<file path="src/rtl/debouncer_multi_if.sv">
// debouncer_multi_if: raw switch inputs and debounced
// level/pulse outputs for all channels.
interface debouncer_multi_if #(
  parameter int NumCh = 4
);
  logic [NumCh-1:0] sw_i;
  logic [NumCh-1:0] db_level_o;
  logic [NumCh-1:0] db_rise_o;
  logic [NumCh-1:0] db_fall_o;
  logic [NumCh-1:0] db_hold_o;

  modport master (
    output sw_i,
    input  db_level_o,
    input  db_rise_o,
    input  db_fall_o,
    input  db_hold_o
  );

  modport slave (
    input  sw_i,
    output db_level_o,
    output db_rise_o,
    output db_fall_o,
    output db_hold_o
  );
endinterface

</file>
<file path="src/rtl/debouncer_multi.sv">
// debouncer_multi: NumCh independent switch debouncers with
// synchroniser, stability timer, edge ticks and long-press detect.
module debouncer_multi #(
  parameter int NumCh        = 4,
  parameter int ClkFreq      = 100_000_000,
  parameter int StableTimeUs = 1000,
  parameter int HoldTimeUs   = 0
) (
  input logic              clk_i,
  input logic              rst_i,
  debouncer_multi_if.slave bus
);

  localparam longint unsigned StableCycles =
    (64'(ClkFreq) * 64'(StableTimeUs)) / 64'd1_000_000;
  localparam longint unsigned HoldCycles =
    (64'(ClkFreq) * 64'(HoldTimeUs)) / 64'd1_000_000;
  localparam int CntW =
    (StableCycles < 1) ? 1 : $clog2(StableCycles + 1);
  localparam logic [CntW-1:0] CntMax = CntW'(StableCycles - 1);

  if (StableCycles < 1) begin : g_bad_stable
    $error("debouncer_multi: StableCycles must be >= 1");
  end
  if (NumCh < 1 || NumCh > 32) begin : g_bad_nch
    $error("debouncer_multi: NumCh must be 1..32");
  end

  logic [NumCh-1:0] sync1;
  logic [NumCh-1:0] sync2;
  logic [NumCh-1:0] level;
  logic [NumCh-1:0] rise;
  logic [NumCh-1:0] fall;
  logic [NumCh-1:0] acc_rise;
  logic [NumCh-1:0] acc_fall;
  logic [CntW-1:0]  cnt [NumCh];

  // Acceptance strobes: input differs and timer has expired.
  always_comb begin
    acc_rise = '0;
    acc_fall = '0;
    for (int i = 0; i < NumCh; i++) begin
      if (sync2[i] != level[i] && cnt[i] == CntMax) begin
        acc_rise[i] = sync2[i];
        acc_fall[i] = ~sync2[i];
      end
    end
  end

  // Synchroniser, stability timer, level and edge ticks.
  always_ff @(posedge clk_i) begin
    if (rst_i) begin
      sync1 <= '0;
      sync2 <= '0;
      level <= '0;
      rise  <= '0;
      fall  <= '0;
      for (int i = 0; i < NumCh; i++) cnt[i] <= '0;
    end else begin
      sync1 <= bus.sw_i;
      sync2 <= sync1;
      rise  <= acc_rise;
      fall  <= acc_fall;
      for (int i = 0; i < NumCh; i++) begin
        if (sync2[i] == level[i]) begin
          cnt[i] <= '0;
        end else if (cnt[i] == CntMax) begin
          level[i] <= sync2[i];
          cnt[i]   <= '0;
        end else begin
          cnt[i] <= cnt[i] + CntW'(1);
        end
      end
    end
  end

  assign bus.db_level_o = level;
  assign bus.db_rise_o  = rise;
  assign bus.db_fall_o  = fall;

  if (HoldCycles > 0) begin : g_hold
    localparam int HoldW = $clog2(HoldCycles + 1);
    localparam logic [HoldW-1:0] HoldMax = HoldW'(HoldCycles - 1);

    typedef enum logic [1:0] {
      Low,
      Pressed,
      Held
    } hstate_e;

    hstate_e          state [NumCh];
    logic [HoldW-1:0] hcnt  [NumCh];
    logic [NumCh-1:0] hold;

    // Per-channel long-press FSM; a fall always wins.
    always_ff @(posedge clk_i) begin
      if (rst_i) begin
        hold <= '0;
        for (int i = 0; i < NumCh; i++) begin
          state[i] <= Low;
          hcnt[i]  <= '0;
        end
      end else begin
        hold <= '0;
        for (int i = 0; i < NumCh; i++) begin
          unique case (state[i])
            Low: begin
              if (acc_rise[i]) begin
                state[i] <= Pressed;
                hcnt[i]  <= '0;
              end
            end
            Pressed: begin
              if (acc_fall[i]) begin
                state[i] <= Low;
              end else if (hcnt[i] == HoldMax) begin
                state[i] <= Held;
                hold[i]  <= 1'b1;
              end else if (hcnt[i] != '1) begin
                hcnt[i] <= hcnt[i] + HoldW'(1);
              end
            end
            Held: begin
              if (acc_fall[i]) state[i] <= Low;
            end
            default: state[i] <= Low;
          endcase
        end
      end
    end

    assign bus.db_hold_o = hold;
  end else begin : g_no_hold
    assign bus.db_hold_o = '0;
  end

endmodule

</file>
<file path="src/flat_wrapper.sv">
// flat-port wrapper written by rule: the top's interface ports become plain ports
module debouncer_multi_flat 
#(
  parameter int NumCh        = 4,
  parameter int ClkFreq      = 100_000_000,
  parameter int StableTimeUs = 1000,
  parameter int HoldTimeUs   = 0
)
  (clk_i, rst_i, bus_sw_i, bus_db_level_o, bus_db_rise_o, bus_db_fall_o, bus_db_hold_o);
  debouncer_multi_if #(.NumCh(NumCh)) bus_i ();
  input logic clk_i;
  input logic rst_i;
  input wire logic [$bits(bus_i.sw_i)-1:0] bus_sw_i;
  output wire logic [$bits(bus_i.db_level_o)-1:0] bus_db_level_o;
  output wire logic [$bits(bus_i.db_rise_o)-1:0] bus_db_rise_o;
  output wire logic [$bits(bus_i.db_fall_o)-1:0] bus_db_fall_o;
  output wire logic [$bits(bus_i.db_hold_o)-1:0] bus_db_hold_o;
  assign bus_i.sw_i = bus_sw_i;
  assign bus_db_level_o = bus_i.db_level_o;
  assign bus_db_rise_o = bus_i.db_rise_o;
  assign bus_db_fall_o = bus_i.db_fall_o;
  assign bus_db_hold_o = bus_i.db_hold_o;
  debouncer_multi #(.NumCh(NumCh), .ClkFreq(ClkFreq), .StableTimeUs(StableTimeUs), .HoldTimeUs(HoldTimeUs)) u_core (.clk_i(clk_i), .rst_i(rst_i), .bus(bus_i));
endmodule
</file>
<file path="config.mk">
export PLATFORM = sky130hd
export DESIGN_NAME = debouncer_multi_flat
export DESIGN_NICKNAME = d
export VERILOG_FILES = /design/src/rtl/debouncer_multi_if.sv /design/src/rtl/debouncer_multi.sv /design/src/flat_wrapper.sv
export SDC_FILE = /design/constraint.sdc
export NUM_CORES = 1
export LEC_CHECK = 0
export CORE_MARGIN = 3
export CORE_UTILIZATION = 35
export CTS_BUF_LIST = sky130_fd_sc_hd__clkbuf_4
export DETAILED_ROUTE_END_ITERATION = 8
export PLACE_DENSITY_LB_ADDON = 0.2
export REMOVE_ABC_BUFFERS = 1
export SLEW_MARGIN = 25
export SYNTH_ARGS = -nofsm -noshare
export SYNTH_HDL_FRONTEND = slang
export SYNTH_SLANG_ARGS = --single-unit
</file>
<file path="constraint.sdc">
create_clock -name clk_i -period 2.7 [get_ports clk_i]
set_input_delay 0.405 -clock clk_i [delete_from_list [all_inputs] [get_ports clk_i]]
set_output_delay 0.405 -clock clk_i [all_outputs]
set_load 0.01 [all_outputs]
</file>
# Yosys cells after proc, flatten, opt, wreduce, memory -nomap -nowiden
# Memory sizes are Yosys's and may differ from the RTL's.
# Index checks and enable logic that the tools add are counted.
# totals
regBits,20
ram_bits,68
in_bits,6
output_inout_bits,16
wordCells,125
n_memories,1
# memory_table
memory,depth,width,rd,rd_clocked_by_memory_dff,wr,line,text
u_core.cnt,4,17,4,0,4,debouncer_multi.sv:36,logic [CntW-1:0] cnt [NumCh];
# classes
add_sub_neg,4
eq_ne,12
muxes,58
bitwise_logic,24
n_reduce_logical,12
# op_table
cell,n
17-bit 2-to-1 mux,12
"17-bit by 1-bit adder with 17-bit output, second input constant",4
"17-bit == test, second input constant",4
1-bit 2-to-1 mux,46
1-bit NOT,12
1-bit bitwise OR,12
2-bit AND reduction,4
2-bit OR reduction,4
1-bit == test,4
1-bit logical AND,4
1-bit inequality test,4

# Logic depth before layout (Yosys ltp)
# An unclocked memory read counts as a cell.
# logic_depth
depth_word,8
depth_mapped,7
depth_no_buf,5

# Worst setup path after synthesis
# No wires, ideal clock.
# synth_path
path_type,register -> register
start,memory u_core.cnt[3][11] in the netlist's numbering
end,memory u_core.cnt[3][9] in the netlist's numbering (data pin)
setup_time_ps,254
arrival_ps,1791
required_ps,2446
path_slack_ps,655
stages_incl_launch_ff,7
path_buffers,2
period_less_slack_ps,2045
cell_sequence,edfxtp_1 -> or4b_1 -> or4_4 -> nand2b_2 -> buf_6 -> buf_6 -> nor2_1
# synth_rtl
element,line
start: declaration,debouncer_multi.sv:36

==> impl_metrics.py <==
metrics = {
    "setup_path": {
        "crit_type": "reg -> reg",
        "r2r-start": "u_core.cnt[3][11]$_SDFFCE_PN0P_",
        "worstPathRequired_ps": 2890,
        "start_kind": "flop",
        "cp_max_fo": 16,
        "crit_arrival_ps": 2340,
        "critical_path.startpoint": "u_core.cnt[3][11]$_SDFFCE_PN0P_",
        "endpoint_kind": "flop",
    },
    "synth": {
        "ys_top_cells_by_area": "edfxtp_1 (47%), dfxtp_1 (9.2%), xnor2_1 (8.0%), nor2_1 (6.1%), xor2_1 (3.6%)",
        "ys_warn_count": 0,
        "synthCells": 406,
        "yosys.area.top_type": "edfxtp_1",
        "async_flop_share_pct": 0,
        "synth_seq_cells": 88,
        "ys.flop_type": "edfxtp_1",
        "yosysTopAreaCellShare_pct": 46.79,
        "synth_edf_count": 68,
        "mappedNetlistArea_sq_mm": 0.004364,
        "seq_area_frac_synth_pct": 55.96,
        "syn_area_per_cell_sq_um": 10.75,
        "synth_cell_types": 36,
    },
    "floorplan": {
        "initial_core_util_pct": 36.03,
        "fp.dieH_um": 117.7,
        "fp.coreArea_sq_mm": 0.01211,
        "die_area_sq_mm": 0.01385,
        "num_rows": 40,
        "chipWidth_um": 117.7,
        "io_pins": 22,
    },
    "detailed_routing": {
        "ant_nets": 0,
        "first_pass_iters": 4,
        "wire_per_inst_um": 11.22,
        "maxUsedRoutingLayer": "met4",
        "drc": 0,
        "drt_iter0_drc": 138,
        "wl_met2_um": 3193,
        "avgViaCountPerCell": 4.514,
        "m1WireLength_um": 3805,
        "met3_length_um": 287,
        "wl_um": 7462,
        "vias": 3002,
    },
    "sta": {
        "max_slew_margin_pct": 60.46,
        "fin_tns_setup_ps": 0,
        "holdWs_ps": 443.4,
        "post-route-period-util_pct": 79.79,
        "setup-violations-final": 0,
        "maxSlewViolCount": 0,
        "timing_hold_violations_final": 0,
        "max_freq_mhz": 464.2,
        "tightest_slew_ps": 593.1,
        "rsz0062_at_grt": "false",
        "fin_skew_ps": 16.63,
        "post-route-min-period_ps": 2154,
    },
    "clock_tree": {
        "cts_root_buf": "clkbuf_4",
        "clock_latency_ps": 430,
        "clkSlewWorstSetupHoldPaths_ps": 130,
        "cts_hold_buf": 0,
        "cts.sinks": 88,
        "cts_buffers": 9,
        "cts_setup_buffers": 0,
        "clock_path_buffers": 2,
        "cts_resized": 0,
        "cts_tree": "yes",
        "ctsHtreeMaxLevel": 3,
    },
    "final_layout": {
        "stdcell_area_sq_mm": 0.005061,
        "layout-drive-gt1-share_pct": 3.421,
        "fin_cells": 665,
        "seqCellArea_sq_mm": 0.002442,
        "diodes": 0,
        "nets": 502,
        "synthToLayoutAreaGrowth_pct": 15.97,
        "fillers": 1242,
        "multi_input_area_sq_mm": 0.002057,
    },
    "hold_path": {
        "hold_path.class": "reg -> reg",
        "hp-start": "u_core.sync1[1]$_SDFF_PP0_",
    },
    "power": {
        "p_leak_nw": 1.713,
        "ir_worst_vdd_mv": 0.1576,
        "power_density_mw_per_mm2": 471.5,
        "p_total_mw": 2.386,
    },
    "placement": {
        "io_buffers": 17,
        "dpl_cell_area_sq_mm": 0.004936,
        "hpwl_um": 5339,
        "gp_congestion": 0.7439,
        "placed_cells_incl_taps": 649,
    },
    "status": {
        "outcome": "finished clean",
    },
    "flow_run": {
        "cap_violations": 0,
    },
    "global_routing": {
        "grt_util_all_layers_pct": 11.44,
        "first_global_vias": 2808,
        "grt_pass1_wl_um": 12950,
        "gr-total-overflow": 0,
        "grt_max_degree": 17,
        "antenna_found_initial": 0,
    },
}
cell families after synthesis:
logic type | count (synthesis) | share of synthesized area (%)
AOI/OAI and AO/OA | 12 | 1.606
xor gates and xnor gates | 58 | 11.64
adders and majority gates | 4 | 1.147
buffers and inverters | 26 | 2.924
DFF | 88 | 55.96
muxes | 4 | 0.9175
other | 2 | 0.1721
and+or+nand+nor | 212 | 25.63
where the power goes:
part           internal, mW  switching (mW)  total [mW]  leakage, nW
clock network         0.280           0.432       0.713       0.0703
logic                0.0496          0.0619       0.112        0.779
registers              1.51          0.0560        1.56        0.864
worst max-delay path, stage by stage (launching register included):
cell and delay, ps:
edfxtp_1 460, or4b_1 560, or4_4 530, nand2b_2 280, nor2_1 90
metal layers:
metal,up-vias,global-route usage (%)
met2,41,17.03
met3,12,2.595
met4,0,5.714
li1,1571,-
met5,-,0
met1,1378,15.67
final cells by class:
class	instances	area share [%]
sequential	88	48.26
inverter	13	0.9642
multi-input combinational	362	40.64
clock inverter	6	0.9889
tap	168	4.153
timing repair buffer	18	3.511
clock buffer	10	1.483
worst paths after layout:
kind	to	slack (ps)	cells past startpoint
worst max-delay path	u_core.cnt[3][14]$_SDFFCE_PN0P_	550	4
worst min-delay path	u_core.sync2[1]$_SDFF_PP0_	440	1
worst max register to register	u_core.cnt[3][14]$_SDFFCE_PN0P_	550	4
worst min register to register	u_core.sync2[1]$_SDFF_PP0_	440	1
flip-flops by register name (all words and copies together) (netlist names):
| signal | flops |
|---|---|
| u_core.bus.db_rise_o | 4 |
| u_core.cnt | 68 |
| u_core.bus.db_fall_o | 4 |
| u_core.sync1 | 4 |
| u_core.bus.db_level_o | 4 |
| u_core.sync2 | 4 |
through the flow:
step           util (%)  setup WS (ps)
2_1_floorplan         -          721.8
6_report          41.79          545.7
3_5_place_dp      40.75          545.4
4_1_cts           41.79          526.6
3_3_place_gp      40.75          568.8
5_1_grt           41.79          362.1
cells in the mapped netlist, types with 2 or more instances:
cell type and number:
nor2_1 71, edfxtp_1 68, xnor2_1 40, nand3_1 23, nand4_1 22, dfxtp_1 20, nor3_1 19, xor2_1 18
nand2_1 17, nor4_1 14, inv_1 13, nor2b_1 8, a21oi_1 6, clkbuf_1 6, and3_1 5, nand2b_1 5
nor4b_1 5, buf_4 4, ha_1 4, mux2i_1 4, nor4bb_1 4, o31ai_1 4, or3_1 4, or4_1 4
and4_1 3, buf_6 2, conb_1 2, o21ai_0 2, or2_2 2
placed cells by master (no fill, tap or decap), drive strengths merged, types with 2 or more instances in the layout:
cell type	n
nor4	14
xnor2	40
or4	5
nor2	71
nand4	22
clkbuf	10
a21oi	6
mux2i	4
dfxtp	20
or2	2
nor4bb	4
clkdlybuf4s50	17
nor2b	8
nor3	19
inv	13
nand2	17
conb	72
or3	4
and3	5
nand2b	6
nand3	23
o31ai	4
o21ai	2
clkinv	5
xor2	18
nor4b	5
ha	4
edfxtp	68
and4	3
Note: power is estimated with default switching activity, not from simulation.
